## src/rtl/vx_gbar_unit.sv

```systemverilog
// Cluster-level global barrier unit. It tracks per-barrier arrival masks
// and broadcasts a one-cycle release when the last participant arrives.
module vx_gbar_unit #(
    parameter int NUM_BARRIERS = 8,
    parameter int NUM_CORES    = 4,
    localparam int ID_W = (NUM_BARRIERS > 1) ? $clog2(NUM_BARRIERS) : 1,
    localparam int CW   = (NUM_CORES > 1) ? $clog2(NUM_CORES) : 1
) (
    input  logic            clk,
    input  logic            reset,
    input  logic            req_valid,
    input  logic [ID_W-1:0] req_id,
    input  logic [CW-1:0]   req_size_m1,
    input  logic [CW-1:0]   req_core_id,
    output logic            req_ready,
    output logic            rsp_valid,
    output logic [ID_W-1:0] rsp_id,
    output logic            busy,
    output logic            err,
    output logic [31:0]     perf_releases
);

    logic [NUM_CORES-1:0]    mask_q [NUM_BARRIERS];
    logic [CW:0]             cnt_q  [NUM_BARRIERS];
    logic [CW-1:0]           size_q [NUM_BARRIERS];
    logic [NUM_BARRIERS-1:0] active_q;

    logic                    id_ok;
    logic                    core_ok;
    logic                    in_range;
    logic                    accept;
    logic [NUM_CORES-1:0]    cur_mask;
    logic [CW:0]             cur_cnt;
    logic [CW-1:0]           cur_size;
    logic                    cur_active;
    logic [CW-1:0]           eff_size;
    logic                    dup;
    logic                    mism;
    logic                    upd;
    logic                    fire;
    logic                    err_set;
    logic [NUM_BARRIERS-1:0] active_nxt;

    // Index range checks only matter for non-power-of-two configurations.
    if (NUM_BARRIERS == (1 << ID_W)) begin : g_id_full
        assign id_ok = 1'b1;
    end else begin : g_id_chk
        assign id_ok = (req_id < ID_W'(NUM_BARRIERS));
    end

    if (NUM_CORES == (1 << CW)) begin : g_core_full
        assign core_ok = 1'b1;
    end else begin : g_core_chk
        assign core_ok = (req_core_id < CW'(NUM_CORES));
    end

    assign req_ready = ~reset;

    always_comb begin
        in_range   = id_ok && core_ok;
        accept     = req_valid && !reset;
        cur_mask   = '0;
        cur_cnt    = '0;
        cur_size   = '0;
        cur_active = 1'b0;
        if (in_range) begin
            cur_mask   = mask_q[req_id];
            cur_cnt    = cnt_q[req_id];
            cur_size   = size_q[req_id];
            cur_active = active_q[req_id];
        end
        eff_size = cur_active ? cur_size : req_size_m1;
        dup      = in_range && cur_mask[req_core_id];
        mism     = in_range && cur_active && (req_size_m1 != cur_size);
        upd      = accept && in_range && !dup;
        fire     = upd && (cur_cnt == {1'b0, eff_size});
        err_set  = accept && (!in_range || dup || mism);
        active_nxt = active_q;
        if (upd) begin
            active_nxt[req_id] = !fire;
        end
    end

    always_ff @(posedge clk) begin
        if (reset) begin
            for (int b = 0; b < NUM_BARRIERS; b++) begin
                mask_q[b] <= '0;
                cnt_q[b]  <= '0;
                size_q[b] <= '0;
            end
            active_q      <= '0;
            rsp_valid     <= 1'b0;
            rsp_id        <= '0;
            busy          <= 1'b0;
            err           <= 1'b0;
            perf_releases <= '0;
        end else begin
            active_q      <= active_nxt;
            rsp_valid     <= fire;
            busy          <= |active_nxt;
            err           <= err | err_set;
            perf_releases <= perf_releases + 32'(fire);
            if (fire) begin
                rsp_id <= req_id;
            end
            if (upd) begin
                if (fire) begin
                    mask_q[req_id] <= '0;
                    cnt_q[req_id]  <= '0;
                end else begin
                    mask_q[req_id][req_core_id] <= 1'b1;
                    cnt_q[req_id] <= cur_cnt + (CW+1)'(1);
                    if (!cur_active) begin
                        size_q[req_id] <= req_size_m1;
                    end
                end
            end
        end
    end

endmodule

```

## config.mk

```make
export PLATFORM = sky130hd
export DESIGN_NAME = vx_gbar_unit
export DESIGN_NICKNAME = d
export VERILOG_FILES = /design/src/rtl/vx_gbar_unit.sv
export SDC_FILE = /design/constraint.sdc
export NUM_CORES = 1
export LEC_CHECK = 0
export CELL_PAD_IN_SITES_DETAIL_PLACEMENT = 0
export CELL_PAD_IN_SITES_GLOBAL_PLACEMENT = 2
export CORE_ASPECT_RATIO = 0.9
export CORE_MARGIN = 2
export CORE_UTILIZATION = 30
export CTS_BUF_LIST = sky130_fd_sc_hd__clkbuf_8
export CTS_CLUSTER_DIAMETER = 120
export DETAILED_ROUTE_END_ITERATION = 16
export PLACE_DENSITY = 0.73
export SLEW_MARGIN = 10
export SYNTH_ARGS = -nofsm -noshare
export SYNTH_HDL_FRONTEND = slang
export SYNTH_SLANG_ARGS = --single-unit
```

## constraint.sdc

```tcl
create_clock -name clk -period 5.95 [get_ports clk]
set_input_delay 0.595 -clock clk [delete_from_list [all_inputs] [get_ports clk]]
set_output_delay 0.595 -clock clk [all_outputs]
set_load 0.03 [all_outputs]
```

======== Yosys cells after proc, flatten, opt, wreduce, memory -nomap -nowiden ========
Memories as Yosys holds them, arrays and structs flattened.
Cells that the tools add are included.
cells by class
  $add $sub $neg .......................... 2
  order comparisons ....................... 4
  eq/ne operators ......................... 2
  multiplexer cells ....................... 41
  bitwise gates (word level) .............. 7
  reduce and logical (&&, ||, !) cells .... 15
operators with widths
  cell                                                                number
  adder 32 x 1 -> 32 bit                                              1
  two-way mux 1 bit                                                   25
  two-way mux 3 bit                                                   5
  two-way mux 4 bit                                                   3
  bitwise mux 8 bit                                                   1
  two-way mux 8 bit                                                   1
  OR reduction 8 bit                                                  1
  logical AND 1 bit                                                   7
  OR 1 bit                                                            6
  < comparator 3 x 4 -> 1 bit (second input constant)                 1
  two-way mux 2 bit                                                   2
  OR reduction 4 bit                                                  1
  adder 3 x 1 -> 3 bit (second input constant)                        1
  binary-select mux 1 bit (select 3 bit)                              1
  demux 1 bit (select 3 bit)                                          1
  equality test 3 x 2 -> 1 bit                                        1
  greater-or-equal comparator 3 x 1 -> 1 bit (second input constant)  1
  zero test 1 bit                                                     3
  < comparator 2 x 3 -> 1 bit (second input constant)                 1
  OR reduction 3 bit                                                  1
  binary-select mux 1 bit (select 2 bit)                              1
  demux 1 bit (select 2 bit)                                          1
  greater-or-equal comparator 2 x 1 -> 1 bit (second input constant)  1
  != test 2 bit                                                       1
  other kinds (3)                                                     3
word-level totals
  register bits after elaboration ......... 46
  bits in writable memories ............... 72
  input bits .............................. 10
  output and inout bits ................... 39
  memories kept ........................... 3
memory list
  name    depth  bits a word  rd ports  clocked after Yosys merged registers in  write ports  RTL line  text
  mask_q  8      4            1         0                                        8            23        logic [NUM_CORES-1:0] mask_q [NUM_BARRIERS];
  cnt_q   8      3            1         0                                        8            24        logic [CW:0] cnt_q [NUM_BARRIERS];
  size_q  8      2            1         0                                        8            25        logic [CW-1:0] size_q [NUM_BARRIERS];

======== Logic depth before layout (Yosys ltp) ========
Gate-level depths: netlist of the first run.
An unclocked memory read counts as a cell.
  depth after elaboration ................. 13
  depth in mapped cells ................... 20

======== Worst setup path after synthesis of the first run ========
Ideal clock, no wire load.
  path kind ............................... input to register
  start ................................... input req_id[0]
  end ..................................... register perf_releases[31]
  library setup time ...................... 0.070 ns
  arrival time ............................ 4.279 ns
  path slack .............................. 1.601 ns
  stages on the path ...................... 17
  buffers on the path ..................... 2
  cell sequence ........................... buf_4 buf_4 mux4_2 mux2_2 mux2i_1 xnor2_1 nand3_1 nor2_4 ha_1 nand3_1 nor2_1 nand3_1 nor2_1 and3_1 nand4_1 or3_1 a21oi_1
between the ends
  longest elaborated chain between the ends .. 7
  elaborated cells on any way between the ends .. 13
  classes of those cells .................. 1 x add/sub; 1 x eq/ne; 5 x mux; 3 x reduce/logical; 3 x memory
ends and longest elaborated chain
  element                                  RTL line  text
  start: declaration                       12        input logic [ID_W-1:0] req_id,
  memory (8 x 4 bit)                       --
  binary-select mux 1 bit (select 2 bit)   73        dup = in_range && cur_mask[req_core_id];
  two-way mux 1 bit (implied by the code)  73
  zero test 1 bit                          75        upd = accept && in_range && !dup;
  logical AND 1 bit                        75
  logical AND 1 bit (*)                    76        fire = upd && (cur_cnt == {1'b0, eff_size});
  net fire                                 40        logic fire;
  adder 32 x 1 -> 32 bit (*)               102       perf_releases <= perf_releases + 32'(fire);
  end signal: assignment                   102
  end: declaration                         20        output logic [31:0] perf_releases
Mark *: on every way through the listed nets, which the timed path passes. The rest lies on a longest branch. The select of a mux whose other input is x is not followed.
A chain may end at the register's enable or synchronous reset.

======== Final worst setup path of the first run ========
Ends and elaborated chain as after synthesis.

==> out/summary.log, run 1 <==
[status] result of the run finished, final reports clean
[cells_and_area] non-filler cells in the finished layout 863
[floorplan] boundary pin count 49
[sta] summed negative setup slack over all endpoints 0 ps
[placement] count of port buffers added during placement 48
[setup_path] worst setup path startpoint req_id[0]
[drt] DRC viols 0
[synthesis] share of synthesized cell area in full adder, half adder and majority cells 0.00653
[clock_network] TritonCTS clock tree yes
[synthesis] gate count of the mapped netlist 551
[drt] wire length on met2 7190 um
[sta] slew at the pin closest to its max-slew limit 801 ps
[synthesis] synthesized area per cell 10.4 um^2
[setup_path] internal reg-to-reg setup slack 1780 ps
[synthesis] Synth top area share 0.376
[cells_and_area] net count of the finished layout 613
[synthesis] synth unique cells 55
[drt] count of antenna-violating nets left after detailed routing 0
[clock_network] total number of H-tree levels 4
[worst_hold_path] HP Class register to register
[drt] detailed-routing wirelength on met1 6960 um
[synthesis] leading cell types by total area after synthesis edfxtp_1 38%, dfxtp_1 16%, nor2_1 6.4%, mux4_2 3.9%, xor2_1 3.5%
[drt] total number of vias 4295
[pwr] power after layout 1.83 mW
[drt] via count normalized by instance count 4.98
[placement] # placed instances 831
[global_routing] total grt overflow 0
[sta] Achievable Freq 0.199 GHz
[clock_network] total number of clock tree sinks 118
[drt] wire length per cell after detailed routing 17.5 um
[global_routing] initial antenna violation count 0
[setup_path] critical path startpoint category input pin
[setup_path] required time at the worst-slack endpoint 6320 ps
[drt] number of violations reported at the end of detailed-routing iteration 0 330
[placement] gpl congestion 0.828
[sta] Relative slew margins 0.462
[global_routing] via count of the first global-routing pass 4216
[drt] post-detailed-routing wire length 15100 um
[setup_path] worst r2r src mask_q[7][1]
[synthesis] sequential share of the synthesized area 0.536
[drt] met3 wire length 779 um
[synthesis] synthesized net count 564
[sta] RSZ-0062 raised after global routing no
[cells_and_area] Filler Cell Count 1948
[floorplan] row cnt 48
[setup_path] highest fanout seen on the critical path 10
[synthesis] largest area contributor in the synthesized netlist edfxtp_1
[cells_and_area] layout overhead on the synthesized area 20.2%
[synthesis] Yosys reg bits 118
[synthesis] largest family of logic cells by synthesized area simple AND/OR/NAND/NOR gates
[drt] top routing layer in use met4
[synthesis] multiplexer fraction of the synthesized cell area 0.0857
[clock_network] clock transition at the registers of the reported paths 70 ps
[worst_hold_path] Worst Hold Path Cells 2
[setup_path] Arrival @ worst endpoint 5390 ps
[global_routing] global-route wire length before repair 23700 um
[sta] final worst-path cycle share 0.844
[pwr] power density of the placed cells 265 nW/um^2
[synthesis] share of the synthesized netlist area taken by xor and xnor gates 0.0472
[global_routing] combined global-route utilization of all metal layers 0.155
[floorplan] core area 19000 um^2
[floorplan] horizontal die dimension 150 um
[sta] number of hold violations in the final report 0
[synthesis] number of warning messages in the yosys log 0
[floorplan] initial core utilization 0.303
[job] max capacitance violation total 0
[sta] setup skew after layout 13.7 ps
[clock_network] Max Buffers Root-to-Sink 2
[clock_network] post-CTS setup repair buffer count 0
[clock_network] worst-skew pair later-pin latency 440 ps
[setup_path] path depth of the worst reg2reg path 15
[synthesis] post-synthesis compound-gate area fraction 0.103
[sta] Final Setup Violations 0
[synthesis] simple-gate portion of the synthesized area 0.183
[cells_and_area] fraction of final layout cells with drive strength greater than 1 0.131
[clock_network] number of buffers inserted during clock tree synthesis 17
[cells_and_area] Inserted Diodes 0
[clock_network] count of cells resized by post-cts repair 0
[clock_network] root buf cell clkbuf_8
[clock_network] number of buffers inserted for hold repair after clock tree synthesis 0
[sta] min cycle time layout 5020 ps
[pwr] worst vdd ir 129 uV
[global_routing] pin count of the biggest net entering global routing 55
[setup_path] crit end category register
[placement] HPWL after detailed placement 10400 um
[pwr] leakage power summed over all cells 2.53 nW
[floorplan] die footprint 20300 um^2
[sta] Max Slew Vio Count 0
[floorplan] Die Span Y 135 um
[worst_hold_path] launch point of the worst hold path err
[setup_path] kind of critical path input pin to register
[synthesis] cell area after technology mapping 5750 um^2
[drt] detailed-router iteration count before antenna repair 5
cells in the mapped netlist, drive strengths merged:
| cell | number |
|---|---|
| nand4b | 2 |
| mux2 | 6 |
| nand2b | 1 |
| or3 | 5 |
| o21ai | 44 |
| a211oi | 2 |
| or2 | 1 |
| nor2 | 99 |
| mux2i | 20 |
| or4b | 1 |
| a221o | 2 |
| o32ai | 1 |
| a31o | 4 |
| o31ai | 4 |
| a21o | 5 |
| xnor2 | 8 |
| o31a | 1 |
| a21oi | 15 |
| o21a | 3 |
| edfxtp | 72 |
| nand3 | 20 |
| a22oi | 4 |
| nor3 | 4 |
| a31oi | 2 |
| nand3b | 1 |
| dfxtp | 46 |
| and3 | 23 |
| a211o | 1 |
| a221oi | 1 |
| o221ai | 1 |
| nand2 | 41 |
| nand4 | 5 |
| ha | 3 |
| a2111oi | 1 |
| and2 | 5 |
| buf | 14 |
| o211ai | 1 |
| and4 | 3 |
| or3b | 1 |
| clkbuf | 23 |
| inv | 11 |
| mux4 | 10 |
| xor2 | 23 |
| nor2b | 11 |
placed cells by master (no fill, tap or decap), types with 14 or more instances in the layout:
cell,count
mux2i_1,20
nor2_1,98
clkdlybuf4s50_1,46
buf_4,19
clkbuf_8,20
xor2_1,23
nand2_1,41
and3_1,23
a21oi_1,14
dfxtp_1,46
o21ai_0,15
o21ai_1,22
nand3_1,20
edfxtp_1,72
path summary, 6_finish.rpt:
check / endpoint
setup / recovery: perf_releases[31]
hold / removal: err
setup reg to reg: perf_releases[31]
hold reg to reg: err
critical path: stages:
cell and delay, ps:
clkdlybuf4s50_1 910, buf_4 270, mux2_1 340, a221o_1 300, a221oi_1 300, o32ai_1 220, or2_1 320, nor2_4 100
ha_1 170, nand3_1 140, nor2_1 290, nand3_1 170, nor2_1 210, and3_1 240, nand4_1 250, or3_1 410
a21oi_1 140
final cells by class:
| type | instances | area, um^2 | area share |
|---|---|---|---|
| well taps | 250 | 313 | 0.0453 |
| inverters | 11 | 41.3 | 0.00597 |
| clock inverters | 12 | 136 | 0.0197 |
| flip-flops and latches | 118 | 3080 | 0.446 |
| repair buffers | 67 | 613 | 0.0887 |
| clock buffers | 20 | 275 | 0.0398 |
| multi-input cells | 385 | 2450 | 0.354 |
kinds of logic (layout without fill, tap and decap cells):
logic type,Yosys count,after routing
AND/OR/NAND/NOR,223,223
flip-flops,118,118
AO/OA/AOI/OAI,92,92
buffers and inverters,48,110
multiplexers,36,36
XOR/XNOR,31,31
adder cells (fa/ha/maj),3,3
stage by stage:
step | utilization | area, um^2 | setup slack [ps] | hold WS [ps]
after floorplan | - | 5750 | 1600 | 455
after global placement | 0.342 | 6500 | 583 | 447
after detailed placement | 0.342 | 6500 | 469 | 445
after CTS | 0.364 | 6910 | 925 | 456
after global routing | 0.364 | 6910 | 496 | 466
final | 0.364 | 6910 | 926 | 453
layer usage:
| metal | GRT usage | vias to the layer above |
|---|---|---|
| met5 | 0 | - |
| met4 | 0.0487 | 0 |
| met3 | 0.0364 | 14 |
| met2 | 0.244 | 112 |
| met1 | 0.213 | 2109 |
| li1 | - | 2060 |
registers in the layout, indices dropped and copies added, names as in the netlist:
register       count
active_q           8
mask_q            32
size_q            16
rsp_valid          1
cnt_q             24
perf_releases     32
rsp_id             3
busy               1
err                1
report_power, final:
part | total [mW] | internal [mW] | switching (mW)
clock network | 0.765 | 0.440 | 0.325
logic | 0.169 | 0.0589 | 0.110
registers | 0.897 | 0.889 | 0.00814
total | 1.83 | 1.39 | 0.444
(Power assumes the default switching activity.)
==> run 2: changes to the inputs <==
--- a/config.mk
+++ b/config.mk
@@ -13,7 +13,7 @@
 export CTS_BUF_LIST = sky130_fd_sc_hd__clkbuf_8
 export CTS_CLUSTER_DIAMETER = 120
 export DETAILED_ROUTE_END_ITERATION = 16
-export PLACE_DENSITY = 0.73
+export PLACE_DENSITY = 0.76
 export SLEW_MARGIN = 10
 export SYNTH_ARGS = -nofsm -noshare
 export SYNTH_HDL_FRONTEND = slang
==> constraint.sdc (replaced) <==
create_clock -name clk -period 4.4 [get_ports clk]
set_input_delay 0.44 -clock clk [delete_from_list [all_inputs] [get_ports clk]]
set_output_delay 0.44 -clock clk [all_outputs]
set_load 0.03 [all_outputs]
==> out/summary.log, run 2 (same netlist as run 1, synthesis figures left out) <==
[pwr] worst vdd ir 157 uV [was 129 uV]
[placement] HPWL after detailed placement 10600 um [was 10400 um]
[setup_path] path depth of the worst reg2reg path 15 [unchanged]
[floorplan] die footprint 20300 um^2 [unchanged]
[clock_network] TritonCTS clock tree yes [unchanged]
[floorplan] boundary pin count 49 [unchanged]
[sta] summed negative setup slack over all endpoints 0 ps [unchanged]
[cells_and_area] layout overhead on the synthesized area 22.1% [was 20.2%]
[global_routing] met1 capacity usage during global routing 0.218 [was 0.213]
[setup_path] count of cell instances traversed by the critical path 18 [was 17]
[floorplan] row cnt 48 [unchanged]
[sta] min cycle time layout 3910 ps
[pwr] Net Sw Frac 0.255 [was 0.242]
[clock_network] worst-skew pair later-pin latency 440 ps [about the same]
[floorplan] horizontal die dimension 150 um [unchanged]
[worst_hold_path] HP Class register to register [unchanged]
[pwr] leakage power summed over all cells 2.64 nW [was 2.53 nW]
[drt] via count normalized by instance count 4.96 [was 4.98]
[drt] post-detailed-routing wire length 15200 um [was 15100 um]
[cells_and_area] top flop regs mask_q: 32 flops, perf_releases: 32 flops, cnt_q: 24 flops [unchanged]
[global_routing] fraction of met2 tracks used by global routing 0.239 [was 0.244]
[pwr] Reg power frac 0.534 [was 0.490]
[drt] DRC viols 0 [unchanged]
[global_routing] M3 GR Usage 0.0391 [was 0.0364]
[global_routing] pin count of the biggest net entering global routing 55 [unchanged]
[cells_and_area] Filler Cell Count 1921 [was 1948]
[pwr] total internal power 1.69 mW [was 1.39 mW]
[setup_path] Crit path max-delay family simple AND/OR/NAND/NOR gates [unchanged]
[floorplan] Die Span Y 135 um [unchanged]
[setup_path] critical-path cell list clkdlybuf4s50_1 -> buf_12 -> mux4_2 -> mux2i_1 -> buf_4 -> mux2i_1 -> xnor2_1 -> nand3_1 -> nor2_4 -> ha_1 -> nand3_1 -> nor2_1 -> nand3_1 -> nor2_1 -> and3_1 -> nand4_1 -> or3_1 -> a21oi_1 [was clkdlybuf4s50_1 -> buf_4 -> mux2_1 -> a221o_1 -> a221oi_1 -> o32ai_1 -> or2_1 -> nor2_4 -> ha_1 -> nand3_1 -> nor2_1 -> nand3_1 -> nor2_1 -> and3_1 -> nand4_1 -> or3_1 -> a21oi_1]
[setup_path] standard cell with the maximum stage delay on the critical path mux4_2 [was clkdlybuf4s50_1]
[cells_and_area] net count of the finished layout 639 [was 613]
[pwr] power spent charging and discharging nets 578 uW [was 444 uW]
[setup_path] crit end category register [unchanged]
[status] result of the run finished, final reports clean [unchanged]
[sta] RSZ-0062 raised after global routing no [unchanged]
[sta] worst hold margin 459 ps [was 453 ps]
[global_routing] via count of the first global-routing pass 4401 [was 4216]
[setup_path] kind of critical path input pin to register [unchanged]
[pwr] part of the power in combinational logic 0.109 [was 0.092]
[clock_network] total number of H-tree levels 4 [unchanged]
[setup_path] critical path startpoint category input pin [unchanged]
[sta] Max Slew Vio Count 0 [unchanged]
[drt] detailed-router iteration count before antenna repair 5 [unchanged]
[floorplan] core area 19000 um^2 [unchanged]
[drt] total number of vias 4409 [was 4295]
[placement] placement-stage worst setup slack 27.2 ps [was 469 ps]
[placement] count of port buffers added during placement 48 [unchanged]
[floorplan] initial core utilization 0.303 [unchanged]
[clock_network] post-CTS setup repair buffer count 0 [unchanged]
[cells_and_area] fraction of final layout cells with drive strength greater than 1 0.160 [was 0.131]
[setup_path] highest fanout seen on the critical path 21 [was 10]
[sta] number of hold violations in the final report 0 [unchanged]
[sta] final worst-path cycle share 0.889
[global_routing] global-route wire length before repair 24300 um [was 23700 um]
[global_routing] total grt overflow 0 [unchanged]
[pwr] power density of the placed cells 323 nW/um^2 [was 265 nW/um^2]
[clock_network] count of cells resized by post-cts repair 0 [unchanged]
[cells_and_area] commonest non-fill, non-tap cell in the layout nor2_1 [unchanged]
[pwr] share of total power in the clock network 0.357 [was 0.418]
[global_routing] Most Crowded Layer GR met2 [unchanged]
[sta] slew at the pin closest to its max-slew limit 802 ps [was 801 ps]
[worst_hold_path] Worst Hold Path Cells 2 [unchanged]
[clock_network] total number of clock tree sinks 118 [unchanged]
[setup_path] delay of the slowest cell on the worst path 510 ps [was 910 ps]
[drt] number of violations reported at the end of detailed-routing iteration 0 423 [was 330]
[cells_and_area] commonest non-fill, non-tap cells in the layout 98 x nor2_1, 72 x edfxtp_1, 46 x dfxtp_1, 46 x clkdlybuf4s50_1, 44 x buf_4 [was 98 x nor2_1, 72 x edfxtp_1, 46 x dfxtp_1, 46 x clkdlybuf4s50_1, 41 x nand2_1]
[sta] Achievable Freq 0.256 GHz
[pwr] power after layout 2.27 mW [was 1.83 mW]
[global_routing] combined global-route utilization of all metal layers 0.158 [was 0.155]
[clock_network] clock transition at the registers of the reported paths 70 ps [about the same]
[clock_network] root buf cell clkbuf_8 [unchanged]
[setup_path] most common cell type on the critical path nand3_1
[setup_path] required time at the worst-slack endpoint 4770 ps [was 6320 ps]
[global_routing] initial antenna violation count 0 [unchanged]
[setup_path] buffers and inverters on the worst path 3 [was 2]
[sta] Final Setup Violations 0 [unchanged]
[clock_network] Max Buffers Root-to-Sink 2 [unchanged]
[clock_network] number of buffers inserted for hold repair after clock tree synthesis 0 [unchanged]
[clock_network] number of buffers inserted during clock tree synthesis 17 [unchanged]
[cells_and_area] Inserted Diodes 0 [unchanged]
[setup_path] Arrival @ worst endpoint 4280 ps [was 5390 ps]
[sta] setup slack of the critical path after layout 486 ps [was 926 ps]
[placement] gpl congestion 0.857 [was 0.828]
[sta] Relative slew margins 0.461 [was 0.462]
[drt] count of antenna-violating nets left after detailed routing 0 [unchanged]
[sta] setup skew after layout 10.5 ps [was 13.7 ps]
[job] max capacitance violation total 0 [unchanged]
[drt] wire length per cell after detailed routing 17.1 um [was 17.5 um]
run 2: layer usage:
layer  vias up  wire length (um)
met3        25               902
met2       124              6950
met5         -                 0
met1      2151              7010
li1       2109                 -
met4         0               376
run 2: worst paths after layout:
path	startpoint	to	slack, ps
max reg2reg	mask_q[7][1]	perf_releases[31]	770
max	req_id[0]	perf_releases[31]	490
min	err	err	460
min reg2reg	err	err	460
run 2: power groups by stage:
stage	Clock, mW	Combinational (mW)	Sequential, mW
2_1_floorplan	0	0.151	1.24
3_3_place_gp	0	0.243	1.24
3_5_place_dp	0	0.246	1.24
4_1_cts	0.831	0.247	1.21
5_1_grt	0.875	0.269	1.22
6_report	0.810	0.247	1.21
run 2: stage by stage:
stage / utilization / cells / area [um^2]
final: 0.370 / 889 / 7020
after global routing: 0.370 / 889 / 7020
after CTS: 0.370 / 889 / 7020
after detailed placement: 0.353 / 857 / 6710
after global placement: 0.353 / 857 / 6710
after floorplan: - / 551 / 5750
run 2: final cells by class:
class	count	area, um^2	share of cell area
Clock inverter	13	55.1	0.00784
Sequential cell	118	3080	0.439
Tap cell	250	313	0.0445
Multi-Input combinational cell	385	2450	0.349
Inverter	11	41.3	0.00588
Timing Repair Buffer	93	821	0.117
Clock buffer	19	262	0.0372
run 2: worst register-to-register path, delay by kind of cell, from the launching register on:
family	cells	cell delay, ps
AOI/OAI and AO/OA	3	530
adders and majority gates	1	180
DFF	1	370
muxes	2	780
and+or+nand+nor	9	1700
